File: src/rtl/nand_truth_table_engine.sv
// nand_truth_table_engine
// Sweeps every input combination of an N_IN-input function and streams one row
// per clock. The function is built only from 2-input NAND primitives. The full
// truth-table column is collected into table_out.
// Optional feature macro: TRUTH_COUNT_EN adds the ones_count output, which
// counts the rows with f=1 in the current or most recent sweep.
module nand_truth_table_engine #(
    parameter int N_IN = 2,
    parameter int ROWS = 2 ** N_IN
) (
    input  logic              clk,
    input  logic              rst,
    input  logic              start,
    input  logic [2:0]        mode,
    output logic              busy,
    output logic              row_valid,
    output logic [N_IN-1:0]   row_in,
    output logic              row_out,
    output logic [ROWS-1:0]   table_out,
`ifdef TRUTH_COUNT_EN
    output logic              done,
    output logic [N_IN:0]     ones_count
`else
    output logic              done
`endif
);

    // Elaboration guards: the row index and table width only make sense here.
    if (N_IN < 1 || N_IN > 4) begin : g_bad_n_in
        $fatal(1, "nand_truth_table_engine: N_IN must be in 1..4");
    end
    if (ROWS != 2 ** N_IN) begin : g_bad_rows
        $fatal(1, "nand_truth_table_engine: ROWS is derived and must equal 2**N_IN");
    end

    localparam logic [1:0] S_IDLE  = 2'd0;
    localparam logic [1:0] S_SWEEP = 2'd1;
    localparam logic [1:0] S_DONE  = 2'd2;

    localparam logic [N_IN-1:0] LAST_ROW = N_IN'(ROWS - 1);

    logic [1:0]      state;
    logic [N_IN-1:0] idx;
    logic [2:0]      mode_q;
    logic            f_row;
    logic            accept;

    function automatic logic nand2(input logic a, input logic b);
        return ~(a & b);
    endfunction

    function automatic logic inv(input logic a);
        return nand2(a, a);
    endfunction

    // Every reduction is a chain of 2-input NAND cells, widened one bit at a time.
    function automatic logic eval_fn(input logic [2:0] m, input logic [N_IN-1:0] a);
        logic and_r;
        logic or_r;
        logic xor_r;
        logic t;
        logic r;
        and_r = a[0];
        or_r  = a[0];
        xor_r = a[0];
        t     = 1'b0;
        for (int i = 1; i < N_IN; i++) begin
            // AND: NAND followed by a NAND wired as an inverter
            and_r = inv(nand2(and_r, a[i]));
            // OR: NAND of the inverted inputs
            or_r  = nand2(inv(or_r), inv(a[i]));
            // XOR: the classic 4-NAND cell, chained for parity
            t     = nand2(xor_r, a[i]);
            xor_r = nand2(nand2(xor_r, t), nand2(a[i], t));
        end
        case (m)
            3'd0:    r = and_r;
            3'd1:    r = or_r;
            3'd2:    r = inv(and_r);
            3'd3:    r = inv(or_r);
            3'd4:    r = xor_r;
            3'd5:    r = inv(xor_r);
            3'd6:    r = a[0];
            default: r = inv(a[0]);
        endcase
        return r;
    endfunction

    // Function core evaluated on the current row index with the latched mode.
    always_comb begin
        f_row = eval_fn(mode_q, idx);
    end

    // A start in the cycle done is visible still belongs to the finishing sweep.
    assign accept = (state == S_IDLE) && start && !done;

    // Sweep sequencer: drives the row stream, builds the table and pulses done.
    always_ff @(posedge clk) begin
        if (rst) begin
            state     <= S_IDLE;
            idx       <= '0;
            mode_q    <= '0;
            busy      <= 1'b0;
            row_valid <= 1'b0;
            row_in    <= '0;
            row_out   <= 1'b0;
            table_out <= '0;
            done      <= 1'b0;
        end else begin
            busy      <= accept || (state != S_IDLE);
            row_valid <= (state == S_SWEEP);
            done      <= (state == S_DONE);
            case (state)
                S_IDLE: begin
                    if (accept) begin
                        mode_q    <= mode;
                        table_out <= '0;
                        idx       <= '0;
                        state     <= S_SWEEP;
                    end
                end
                S_SWEEP: begin
                    row_in         <= idx;
                    row_out        <= f_row;
                    table_out[idx] <= f_row;
                    if (idx == LAST_ROW) begin
                        state <= S_DONE;
                    end else begin
                        idx <= idx + 1'b1;
                    end
                end
                S_DONE: begin
                    state <= S_IDLE;
                end
                default: begin
                    state <= S_IDLE;
                end
            endcase
        end
    end

`ifdef TRUTH_COUNT_EN
    // Ones counter: restarts with each accepted sweep and holds after it.
    always_ff @(posedge clk) begin
        if (rst) begin
            ones_count <= '0;
        end else if (accept) begin
            ones_count <= '0;
        end else if (state == S_SWEEP && f_row) begin
            ones_count <= ones_count + 1'b1;
        end
    end
`endif

endmodule
File: config.mk
export PLATFORM = sky130hd
export DESIGN_NAME = nand_truth_table_engine
export DESIGN_NICKNAME = d
export VERILOG_FILES = /design/src/rtl/nand_truth_table_engine.sv
export SDC_FILE = /design/constraint.sdc
export NUM_CORES = 1
export LEC_CHECK = 0
export CELL_PAD_IN_SITES_DETAIL_PLACEMENT = 1
export CELL_PAD_IN_SITES_GLOBAL_PLACEMENT = 2
export CORE_ASPECT_RATIO = 0.7
export CORE_MARGIN = 1
export CORE_UTILIZATION = 34
export CTS_BUF_LIST = sky130_fd_sc_hd__clkbuf_2
export DETAILED_ROUTE_END_ITERATION = 7
export GPL_TIMING_DRIVEN = 0
export PLACE_DENSITY_LB_ADDON = 0.05
export SYNTH_ARGS = -nofsm -noshare
export SYNTH_HDL_FRONTEND = slang
export SYNTH_SLANG_ARGS = --single-unit
File: constraint.sdc
create_clock -name clk -period 4.9 [get_ports clk]
set_input_delay 0.98 -clock clk [delete_from_list [all_inputs] [get_ports clk]]
set_output_delay 0.98 -clock clk [all_outputs]
set_load 0.02 [all_outputs]
==> run_results.csv, run 1 <==
group,metric,value,unit
outcome,status,"finished clean",
synthesis,ys.warnings.count,0,
power_and_ir_drop,p_leak,0.390,nW
timing,fin_tns_setup,0,ps
synthesis,synthCells,86,
floorplan,start_util,36.5,%
layout,antenna-diode-count,0,
cts,post_cts_buffers,0,
timing,timing.final.ws_setup,2530,ps
cts,clkLatencyLatePin,310,ps
worst_setup_path,critPathKind,"register to output port",
worst_setup_path,cp.required,3920,ps
timing,tightest_slew,501,ps
cts,cts-hold-fix-buffers,0,
worst_setup_path,path_cells,"clkdlybuf4s50_1",
cts,ctsResizeCount,0,
run,cap_violations,0,
floorplan,die_y,42.6,um
cts,cts_tree,"done",
hold_path,min_from,"row_in[1]",
worst_setup_path,rrSetupSlack,3000,ps
synthesis,synthArstFlopShare,0,%
cts,cts_inserted_buffers,3,
timing,slew_headroom,66.6,%
global_routing,grt_overflow,0,
timing,hold_violations,0,
floorplan,ios,16,
synthesis,ys_ff_latch,17,
global_routing,grt_first_pass_wirelength,2.99,mm
timing,finalSetupViolations,0,
drt,drt-pass1-iter-count,3,
synthesis,synth_top_area_share,42.6,%
layout,fin_nets,117,
drt,vias,656,
drt,drtIter0Drc,31,
placement,finalWeightedCongestion,0.731,
layout,area_delta_synth_final,26.3,%
synthesis,synth_area_per_cell,9.30,um2
timing,rsz0062_at_grt,"no",
global_routing,track_usage,16.1,%
worst_setup_path,crit_arrival,1390,ps
synthesis,post-synth-top-count-cell,"dfxtp_1",
worst_setup_path,r2r_cells,6,
synthesis,synth_edf_count,0,
floorplan,core_area,2190,um2
timing,hold_slack,464,ps
placement,pre_cts_ws,2510,ps
synthesis,synth_area_leaders,"dfxtp_1, ha_1, mux2i_1",
global_routing,grt_pass1_vias,627,
layout,nFillCells,256,
hold_path,holdPathEnd,"row_in[1]",
worst_setup_path,cpMaxStageDelayCell,"clkdlybuf4s50_1",
worst_setup_path,cp_slowest_stage_delay,630,ps
worst_setup_path,cp_max_fo,4,
worst_setup_path,reg2reg_to,"row_out",
cts,clockRootBuffer,"clkbuf_2",
worst_setup_path,path_buf_inv,1,
placement,post-dp-hpwl,1.34,mm
worst_setup_path,crit_path_end_kind,"output port",
synthesis,yosysSeqAreaShare,42.6,%
timing,period_needed,2370,ps
drt,avgRoutedWirePerCell,12.7,um
layout,multi_input_area,430,um2
placement,io_buffers,15,
drt,vias_per_cell,4.79,
hold_path,hold_class,"register to register",
drt,wirelength,1.75,mm
worst_setup_path,path_delay_family,"buffers and inverters",
cts,clock-sinks,17,
layout,layout-drive-gt1-share,11.4,%
drt,antenna_left,0,
layout,postLayoutCoreUtil,46.1,%
cts,h-tree-depth,1,
global_routing,grt_max_degree,11,
floorplan,dieArea,2550,um2
synthesis,synth-main-ff-cell,"dfxtp_1",
drt,drc,0,
layout,register_area,340,um2
worst_setup_path,start_kind,"register",
synthesis,synth_common_cells,"dfxtp_1, nor2_1, nand2_1, a21oi_1, o21ai_0",
synthesis,synthesis.area,800,um2
synthesis,synth_nets,97,
timing,drv_slew,0,
power_and_ir_drop,p_per_area,264,nW/um2
cts,path_clk_slew,160,ps
hold_path,whs_path_depth,2,
synthesis,synth.distinct_cells,26,
floorplan,die_x,60.0,um
power_and_ir_drop,ir_worst_vdd,0.000156,V
cts,clock_path_buffers,2,
timing,fmax,422,MHz
worst_setup_path,r2r-start,"idx[0]",
timing,post-route-period-util,48.3,%
timing,final.setup_skew,13.4,ps
floorplan,fp-row-count,14,
global_routing,antenna_found_initial,0,
synthesis,synth.largest_area_cell,"dfxtp_1",
## flip-flops by register name, summed over array words and instances (netlist names)
register / count
state: 2
row_out: 1
row_in: 2
mode_q: 3
row_valid: 1
table_out: 4
idx: 2
done: 1
busy: 1
## final cells by class
class,instances,share of cell area [%]
multi-input combinational,62,42.6
sequential,17,33.7
tap,32,3.97
inverter,4,1.49
timing repair buffer,15,14.9
buffer,3,1.36
clock buffer,4,1.98
## worst max path at each step
stage	cells past startpoint	from	slack [ps]	to
detailed placement	5	start	2510	idx[1]
floorplan	4	start	3210	idx[1]
global route	1	done	2450	done
finish	1	done	2530	done
global placement	5	start	2510	idx[1]
CTS	1	done	2500	done
## report_power, final
group	switching, mW	internal (mW)
clock	0.0439	0.0216
combinational	0.0270	0.0235
sequential	0.00567	0.144
total	0.0766	0.190
## per-layer routing
layer  part of all wire (%)  vias to the layer above  routed length (um)  track usage, %
li1                       -                      335                   -               -
met1                     53                      304                 929            22.2
met2                     42                       14                 727            23.8
met3                    4.5                        3                  78            5.56
met4                   0.57                        0                  10            4.19
met5                      0                        -                   0               0
## cells by family after synthesis
kind of cell	Yosys count	synth area share [%]
fa+ha+maj	5	7.82
compound gates	23	19.6
mux	4	5.01
buf+inv	7	3.60
flops	17	42.6
simple gates	29	20.3
xor+xnor	1	1.10
## layout by cell type, fill, tap and decap left out, drive strengths merged
| master | netlist | final |
|---|---|---|
| a2111oi | 1 | 1 |
| a211oi | 2 | 2 |
| a21o | 2 | 2 |
| a21oi | 6 | 6 |
| a22oi | 1 | 1 |
| a31oi | 2 | 2 |
| and2 | 1 | 1 |
| buf | 2 | 2 |
| clkbuf | 1 | 5 |
| clkdlybuf4s50 | 0 | 15 |
| dfxtp | 17 | 17 |
| ha | 5 | 5 |
| inv | 4 | 4 |
| mux2i | 4 | 4 |
| nand2 | 7 | 7 |
| nand2b | 2 | 2 |
| nand3 | 1 | 1 |
| nor2 | 10 | 10 |
| nor2b | 4 | 4 |
| nor3b | 3 | 3 |
| nor4b | 1 | 1 |
| o211a | 1 | 1 |
| o21ai | 7 | 7 |
| o22ai | 1 | 1 |
| xnor2 | 1 | 1 |
## per-stage QoR
stage,cell area [um2],instances,total power [mW]
floorplan,800,86,0.185
global placement,990,133,0.203
detailed placement,990,133,0.204
CTS,1010,137,0.272
global route,1010,137,0.281
finish,1010,137,0.266
Note: power is estimated with default switching activity, not from simulation.
==> inputs of run 2 (changes only) <==
--- a/config.mk
+++ b/config.mk
@@ -9,7 +9,7 @@
 export CELL_PAD_IN_SITES_GLOBAL_PLACEMENT = 2
 export CORE_ASPECT_RATIO = 0.7
 export CORE_MARGIN = 1
-export CORE_UTILIZATION = 34
+export CORE_UTILIZATION = 28
 export CTS_BUF_LIST = sky130_fd_sc_hd__clkbuf_2
 export DETAILED_ROUTE_END_ITERATION = 7
 export GPL_TIMING_DRIVEN = 0
==> constraint.sdc (replaced) <==
create_clock -name clk -period 2 [get_ports clk]
set_input_delay 0.4 -clock clk [delete_from_list [all_inputs] [get_ports clk]]
set_output_delay 0.4 -clock clk [all_outputs]
set_load 0.02 [all_outputs]
==> run 2 against run 1 <==
Combinational power rose to 2.6 times the previous value. Sequential share of layout area is 0.33 points lower. Clock skew decreased by 5.6 ps. Utilization shrank 6.7 points. Design area rose by 0.99%. Clock power grew to 2.5 times the previous value. Critical path type is now register to register.
==> run_results.csv, run 2 (synthesized netlist as in run 1, its figures left out) <==
group,metric,value,unit
layout,area_delta_synth_final,27.5,%
cts,clock-sinks,17,
worst_setup_path,cpMaxStageDelayCell,"dfxtp_1",
floorplan,fp-row-count,15,
floorplan,ios,16,
worst_setup_path,r2r_cells,6,
cts,clock_path_buffers,2,
floorplan,die_y,46.7,um
timing,post-route-period-util,93.6,%
layout,regMostFlops,"table_out",
worst_setup_path,reg2reg_to,"table_out[1]",
placement,placed_cells,135,
drt,vias,644,
timing,hold_violations,0,
layout,top_regs,"table_out (4), mode_q (3)",
run,cap_violations,0,
drt,drt-pass1-iter-count,4,
worst_setup_path,start_kind,"register",
worst_setup_path,r2r-start,"idx[0]",
global_routing,track_usage,14.4,%
drt,wirelength,1.87,mm
floorplan,dieArea,3080,um2
hold_path,hold_class,"register to register",
power_and_ir_drop,finalPower,0.663,mW
layout,most-common-layout-cells,"dfxtp_1, clkdlybuf4s50_1, nor2_1, nand2_1",
placement,pre_cts_ws,15.2,ps
cts,cts_inserted_buffers,3,
layout,layout-drive-gt1-share,11.4,%
floorplan,die_x,65.9,um
placement,io_buffers,15,
drt,avgRoutedWirePerCell,13.4,um
worst_setup_path,crit_arrival,2070,ps
layout,instances_no_fill,139,
power_and_ir_drop,p_leak,0.393,nW
placement,post-dp-hpwl,1.39,mm
layout,antenna-diode-count,0,
timing,fmax,534,MHz
drt,vias_per_cell,4.63,
worst_setup_path,critPathLaunch,"idx[0]",
power_and_ir_drop,ir_worst_vdd,0.000283,V
timing,final.setup_skew,7.82,ps
outcome,status,"finished clean",
cts,clockRootBuffer,"clkbuf_2",
drt,antenna_left,0,
global_routing,grt_max_degree,11,
placement,placed_cell_area,992,um2
timing,finalSetupViolations,0,
global_routing,antenna_found_initial,0,
timing,slew_headroom,65.9,%
worst_setup_path,critPathKind,"register to register",
layout,fin_nets,117,
timing,fin_tns_setup,0,ps
layout,largest_register_ff_count,4,
cts,post_cts_buffers,0,
layout,nFillCells,317,
hold_path,holdPathEnd,"row_in[1]",
worst_setup_path,cp.required,2200,ps
timing,tightest_slew,511,ps
worst_setup_path,cp_max_fo,6,
timing,period_needed,1870,ps
drt,drtIter0Drc,11,
global_routing,grt_pass1_vias,648,
global_routing,grt_first_pass_wirelength,3.06,mm
hold_path,whs_path_depth,2,
cts,cts_tree,"done",
layout,final_common_cell,"dfxtp_1",
worst_setup_path,path_cells,"inv_1, ha_1, and2_2, o211a_1, a211oi_4, a31oi_1",
cts,path_clk_slew,170,ps
floorplan,core_area,2590,um2
worst_setup_path,rrSetupSlack,130,ps
timing,drv_slew,0,
worst_setup_path,path_delay_family,"compound AO/OA/AOI/OAI gates",
global_routing,grt_overflow,0,
power_and_ir_drop,p_per_area,651,nW/um2
placement,finalWeightedCongestion,0.719,
timing,timing.final.ws_setup,127,ps
hold_path,min_from,"row_in[1]",
timing,rsz0062_at_grt,"no",
layout,stdcell_area,1020,um2
cts,clkLatencyLatePin,310,ps
worst_setup_path,cp_slowest_stage_delay,470,ps
cts,ctsResizeCount,0,
drt,drc,0,
worst_setup_path,crit_path_end_kind,"register",
cts,cts-hold-fix-buffers,0,
worst_setup_path,path_buf_inv,1,
floorplan,start_util,30.9,%
cts,h-tree-depth,1,
run 2: routing by layer:
layer	vias up	GRT usage (%)	wire, um
met5	-	0	0
met3	5	5.20	89
li1	333	-	-
met4	0	6.52	27
met2	14	22.2	755
met1	292	18.2	996
run 2: worst max path at each step:
stage	to	slack [ps]	cells past startpoint
after floorplan	table_out[1]	390	6
after global placement	table_out[2]	50	6
after detailed placement	table_out[1]	20	6
after CTS	table_out[1]	10	6
after global routing	table_out[2]	10	6
final	table_out[1]	130	6
run 2: through the flow:
stage / hold slack [ps] / utilization (%)
5_1_grt: 501 / 39.4
4_1_cts: 481 / 39.1
3_5_place_dp: 454 / 38.3
3_3_place_gp: 446 / 38.3
6_report: 473 / 39.4
2_1_floorplan: 476 / -
run 2: area by class of cell:
| class | instances | area, um2 | share of cell area [%] |
|---|---|---|---|
| Multi-Input combinational cell | 62 | 438 | 42.9 |
| Clock buffer | 4 | 20.0 | 1.96 |
| Tap cell | 34 | 42.5 | 4.17 |
| Timing Repair Buffer | 15 | 150 | 14.7 |
| Buffer | 3 | 13.8 | 1.35 |
| Sequential cell | 17 | 340 | 33.4 |
| Inverter | 4 | 15.0 | 1.47 |
run 2: worst min-delay path: cells and delay by family (launching register included):
family / cells / cell delay [ps]
flip-flops: 1 / 340
AND/OR/NAND/NOR: 1 / 50
AO/OA/AOI/OAI: 1 / 50
run 2: power breakdown:
part | internal, mW | switching, mW | total, mW
clock network | 0.0530 | 0.112 | 0.165
logic | 0.0595 | 0.0699 | 0.129
registers | 0.354 | 0.0146 | 0.369
==> inputs of run 3 (changes only) <==
--- a/config.mk
+++ b/config.mk
@@ -14,6 +14,7 @@
 export DETAILED_ROUTE_END_ITERATION = 7
 export GPL_TIMING_DRIVEN = 0
 export PLACE_DENSITY_LB_ADDON = 0.05
+export SETUP_SLACK_MARGIN = 0.3
 export SYNTH_ARGS = -nofsm -noshare
 export SYNTH_HDL_FRONTEND = slang
 export SYNTH_SLANG_ARGS = --single-unit
==> run 3 against run 2 <==
Setup slack gained 190 ps. Sequential cell count did not move. Count of clock-buffer cells in the layout did not move. Wire length increased by 3.8%. Die area is the same. Design area up 6.7%. Fmax increased by 12%. Sequential power hardly changed. Register-to-register slack improved by 190 ps. Utilization grew 2.7 points. Clock power barely moved.
==> run_results.csv, run 3 (synthesized netlist as in run 1, its figures left out) <==
group,metric,value,unit
power_and_ir_drop,p_leak,0.542,nW
run,cap_violations,0,
worst_setup_path,cp.required,2200,ps
floorplan,die_x,65.9,um
cts,cts_tree,"done",
timing,post-route-period-util,84.0,%
floorplan,dieArea,3080,um2
timing,fmax,595,MHz
layout,area_delta_synth_final,36.1,%
cts,clock_path_buffers,2,
floorplan,die_y,46.7,um
layout,most-common-layout-cells,"dfxtp_1, nor2_1, nand2_1, dlymetal6s2s_1",
global_routing,grt_overflow,0,
worst_setup_path,cp_max_fo,4,
power_and_ir_drop,p_per_area,626,nW/um2
timing,slew_headroom,66.1,%
drt,drtIter0Drc,13,
worst_setup_path,rrSetupSlack,320,ps
placement,finalWeightedCongestion,0.719,
layout,postLayoutCoreUtil,42.0,%
hold_path,hold_class,"register to register",
placement,placed_cell_area,992,um2
cts,path_clk_slew,170,ps
cts,h-tree-depth,1,
drt,vias,660,
placement,pre_cts_ws,15.2,ps
cts,clock-sinks,17,
floorplan,start_util,30.9,%
worst_setup_path,reg2reg_to,"table_out[1]",
layout,layout-drive-gt1-share,17.6,%
power_and_ir_drop,ir_worst_vdd,0.000284,V
worst_setup_path,critPathLaunch,"idx[0]",
timing,fin_tns_setup,0,ps
layout,regMostFlops,"table_out",
global_routing,grt_first_pass_wirelength,3.17,mm
timing,rsz0062_at_grt,"yes",
drt,drc,0,
layout,largest_register_ff_count,4,
power_and_ir_drop,power_frac_comb,21.5,%
layout,fin_nets,120,
layout,nFillCells,305,
floorplan,fp-row-count,15,
placement,post-dp-hpwl,1.39,mm
worst_setup_path,crit_arrival,1880,ps
global_routing,grt_pass1_vias,663,
timing,finalSetupViolations,0,
drt,antenna_left,0,
power_and_ir_drop,seqPwrFrac,54.1,%
timing,hold_violations,0,
power_and_ir_drop,p_switching,0.203,mW
global_routing,grt_max_degree,11,
layout,antenna-diode-count,0,
layout,final_common_cell,"dfxtp_1",
timing,drv_slew,0,
timing,period_needed,1680,ps
drt,wirelength,1.94,mm
worst_setup_path,start_kind,"register",
floorplan,ios,16,
timing,timing.final.ws_setup,321,ps
drt,drt-pass1-iter-count,2,
layout,stdcell_area,1090,um2
worst_setup_path,critPathKind,"register to register",
power_and_ir_drop,p_clk_share,24.3,%
floorplan,core_area,2590,um2
drt,vias_per_cell,4.65,
worst_setup_path,crit_path_end_kind,"register",
global_routing,track_usage,14.9,%
power_and_ir_drop,p_int,0.478,mW
timing,tightest_slew,509,ps
drt,avgRoutedWirePerCell,13.7,um
layout,top_regs,"table_out (4), mode_q (3)",
cts,clockRootBuffer,"clkbuf_2",
worst_setup_path,r2r-start,"idx[0]",
timing,final.setup_skew,6.67,ps
cts,cts_inserted_buffers,3,
worst_setup_path,r2r_cells,7,
power_and_ir_drop,finalPower,0.681,mW
global_routing,antenna_found_initial,0,
placement,io_buffers,15,
cts,cts-hold-fix-buffers,0,
outcome,status,"finished clean",
power_and_ir_drop,switching_share,29.8,%
worst_setup_path,endpoint,"table_out[1]",
cts,clkLatencyLatePin,310,ps
run 3: changes by cell type in the layout (fill, tap and decap cells not counted), sizes merged:
| cell | previous run | this run |
|---|---|---|
| clkdlybuf4s50 | 15 | 5 |
| dlygate4sd2 | 0 | 3 |
| dlymetal6s2s | 0 | 7 |
| buf | 2 | 5 |
run 3: how the worst min path moves through the flow:
| stage | start | to | slack [ps] | depth (start not counted) |
|---|---|---|---|---|
| floorplan | rst | done | 480 | 1 |
| detailed placement | row_in[0] | row_in[0] | 450 | 2 |
| CTS | row_in[1] | row_in[1] | 480 | 2 |
| global placement | row_in[0] | row_in[0] | 450 | 2 |
| finish | row_in[1] | row_in[1] | 470 | 2 |
| global route | row_in[0] | row_in[0] | 500 | 2 |
run 3: per-layer routing:
metal	wire length (um)	up-vias	global-route usage, %
li1	-	336	-
met1	990	306	18.6
met2	812	14	23.5
met3	108	4	5.20
met4	27	0	6.52
met5	0	-	0
run 3: cell type report:
cell class | instances | area (um2) | share of cell area (%)
buffer | 3 | 13.8 | 1.26
clock buffer | 4 | 20.0 | 1.84
inverter | 4 | 15.0 | 1.38
multi-input combinational | 62 | 465 | 42.8
sequential | 17 | 345 | 31.7
tap | 34 | 42.5 | 3.91
timing repair buffer | 18 | 186 | 17.1
run 3: critical path, stage by stage (launching register included):
cell	delay, ps
dfxtp_4	400
inv_1	110
ha_2	240
and2_2	190
o211a_1	230
a211oi_4	170
buf_4	160
a31oi_1	80
run 3: stage by stage:
step	hold WS [ps]	std cells
after floorplan	476	86
after global placement	446	135
after detailed placement	454	135
after CTS	481	142
after global routing	499	142
final	471	142
run 3: power by group through the flow:
stage | Sequential [mW] | Clock [mW] | Combinational [mW]
floorplan | 0.382 | 0 | 0.0714
global placement | 0.375 | 0 | 0.125
detailed placement | 0.376 | 0 | 0.126
CTS | 0.369 | 0.174 | 0.145
global route | 0.372 | 0.193 | 0.162
finish | 0.369 | 0.166 | 0.147
run 3: timing repair:
| item | 4_1_cts | 5_1_grt |
|---|---|---|
| pin swaps | 2 | 0 |
| gates resized for setup | 9 | 8 |
| hold endpoints to repair | 0 | 0 |
| setup buffers | 3 | 0 |
| cloned | 0 | 0 |
| setup endpoints to repair | 8 | 12 |
==> RTL edit (settings of run 2) <==
The output `busy` loses its register stage (`busy` becomes a continuous assignment).
--- a/src/rtl/nand_truth_table_engine.sv
+++ b/src/rtl/nand_truth_table_engine.sv
@@ -100,14 +100,12 @@
             state     <= S_IDLE;
             idx       <= '0;
             mode_q    <= '0;
-            busy      <= 1'b0;
             row_valid <= 1'b0;
             row_in    <= '0;
             row_out   <= 1'b0;
             table_out <= '0;
             done      <= 1'b0;
         end else begin
-            busy      <= accept || (state != S_IDLE);
             row_valid <= (state == S_SWEEP);
             done      <= (state == S_DONE);
             case (state)
@@ -139,6 +137,8 @@
         end
     end
 
+    assign busy = accept || (state != S_IDLE);
+
 `ifdef TRUTH_COUNT_EN
     // Ones counter: restarts with each accepted sweep and holds after it.
     always_ff @(posedge clk) begin
Behaviour: not the same (Yosys sat finds a counterexample within 4 cycles, from zero or initial values and one cycle with rst high).
==> RTL edit against run 2 <==
Synthesized cell count fell by 1.2%; wire length shrank 0.37%; cell area down 1.8%; sequential cell count decreased by 1; global-route usage rose by 0.61 points; power shrank 6.4%; worst setup slack better by 38 ps; synthesized area shrank 1.6%; die area down 1.5%; critical path type is now primary input to primary output.
==> RTL edit: results <==
metrics = {
    "synth": {
        "yosysSeqAreaShare_pct": 40.7,
        "synthMuxAreaShare_pct": 9.54,
        "synth_fp_nets": 96,
        "synth-compound-area-share_pct": 16.9,
        "yosys.area_share.xor_xnor_pct": 1.11,
        "synth.area.top_cells": "dfxtp_1 (41%), ha_1 (7.9%), mux2i_1 (7.6%)",
        "synth-adder-area-share_pct": 7.95,
        "synth_common_cells": "dfxtp_1 (16), nor2_1 (10), inv_1 (6), mux2i_1 (6)",
        "yosysTopAreaCellShare_pct": 40.7,
        "synthCells": 85,
    },
    "global_route": {
        "grt_max_degree": 13,
        "grt.total_usage_pct": 15.0,
        "grt_pass1_vias": 661,
        "grt_pass1_wl_mm": 3.25,
    },
    "detailed_routing": {
        "vias": 642,
        "wl_per_cell_um": 13.6,
        "drtIter0Drc": 30,
    },
    "final_layout": {
        "drive_gt1_share_pct": 9.71,
        "nNetsFinal": 115,
    },
    "timing": {
        "relSlewSlack_pct": 67.8,
        "clock_skew_ps": 19.0,
    },
    "setup_path": {
        "critPathArrivalTime_ps": 1430,
        "worstPathMaxFanout": 4,
    },
    "clock_tree": {
        "ctsHtreeMaxLevel": 1,
    },
    "place": {
        "gp_congestion": 0.658,
        "placedCellCount": 134,
        "dp_hpwl_mm": 1.38,
    },
    "power": {
        "ir_drop_mv": 0.281,
        "p_leak_nw": 0.398,
    },
    "status": {
        "outcome": "finished, final reports clean",
    },
}
## RTL edit: changes by cell type after synthesis, moves of 2 or more
cell and delta:
o32ai_1 +2, o21ai_0 -2, a21oi_1 -3, mux2i_1 +2, nand2_1 -2, nor3b_1 -2
inv_1 +2
## RTL edit: path summary, 6_finish.rpt
path | startpoint | to | slack [ps] | cells after the start
max | start | busy | 170 | 4
min | table_out[3]$_SDFFE_PP0P_ | table_out[3]$_SDFFE_PP0P_ | 490 | 2
max reg2reg | idx[0]$_SDFFE_PP0P_ | row_out$_SDFFE_PP0P_ | 180 | 6
min reg2reg | table_out[3]$_SDFFE_PP0P_ | table_out[3]$_SDFFE_PP0P_ | 490 | 2
## RTL edit: cell type report
cell class | count | area (µm²)
plain buffers | 3 | 13.8
clock buffers | 3 | 15.0
clock inverters | 1 | 3.75
fillers | 307 | 1550
inverters | 6 | 22.5
multi-input cells | 59 | 434
flip-flops and latches | 16 | 320
well taps | 34 | 42.5
repair buffers | 15 | 149
## RTL edit: per-layer routing
layer | GRT usage [%] | wire length, µm | vias to the layer above | share of wire [%]
met5 | 0 | 0 | - | 0
met1 | 19.7 | 954 | 301 | 51
li1 | - | - | 324 | -
met3 | 5.20 | 91 | 2 | 4.9
met4 | 3.91 | 12 | 0 | 0.64
met2 | 23.5 | 802 | 15 | 43
## RTL edit: critical path, stage by stage
cell and delay (ps):
clkdlybuf4s50_1 470, nand2b_1 150, nand2_1 90, dlygate4sd2_1 320
## RTL edit: timing repair
item	CTS	global route
pin swaps	0	1
gates resized for setup	1	1
endpoints found under the setup margin	1	5
## RTL edit: metrics by stage
stage | power (mW) | setup WS, ps | area [µm²] | setup TNS (ps) | util (%)
6_report | 0.621 | 165 | 1000 | 0 | 39.2
5_1_grt | 0.659 | 0.195 | 1000 | 0 | 39.2
4_1_cts | 0.626 | 100 | 993 | 0 | 38.9
3_5_place_dp | 0.476 | -113 | 980 | -113 | 38.4
3_3_place_gp | 0.475 | -112 | 980 | -112 | 38.4
2_1_floorplan | 0.430 | 403 | 787 | 0 | -
## RTL edit: logic make-up (layout without fill, tap and decap cells)
| logic type | Yosys count | in the layout |
|---|---|---|
| simple gates | 28 | 28 |
| compound gates | 18 | 18 |
| flops | 16 | 16 |
| buf+inv | 10 | 28 |
| mux | 7 | 7 |
| fa+ha+maj | 5 | 5 |
| xor+xnor | 1 | 1 |
## RTL edit: power breakdown
| group | leakage [nW] | switching, mW | internal (mW) |
|---|---|---|---|
| logic | 0.253 | 0.0675 | 0.0594 |
| registers | 0.130 | 0.0133 | 0.332 |
| clock network | 0.0140 | 0.105 | 0.0434 |
| total | 0.398 | 0.186 | 0.435 |
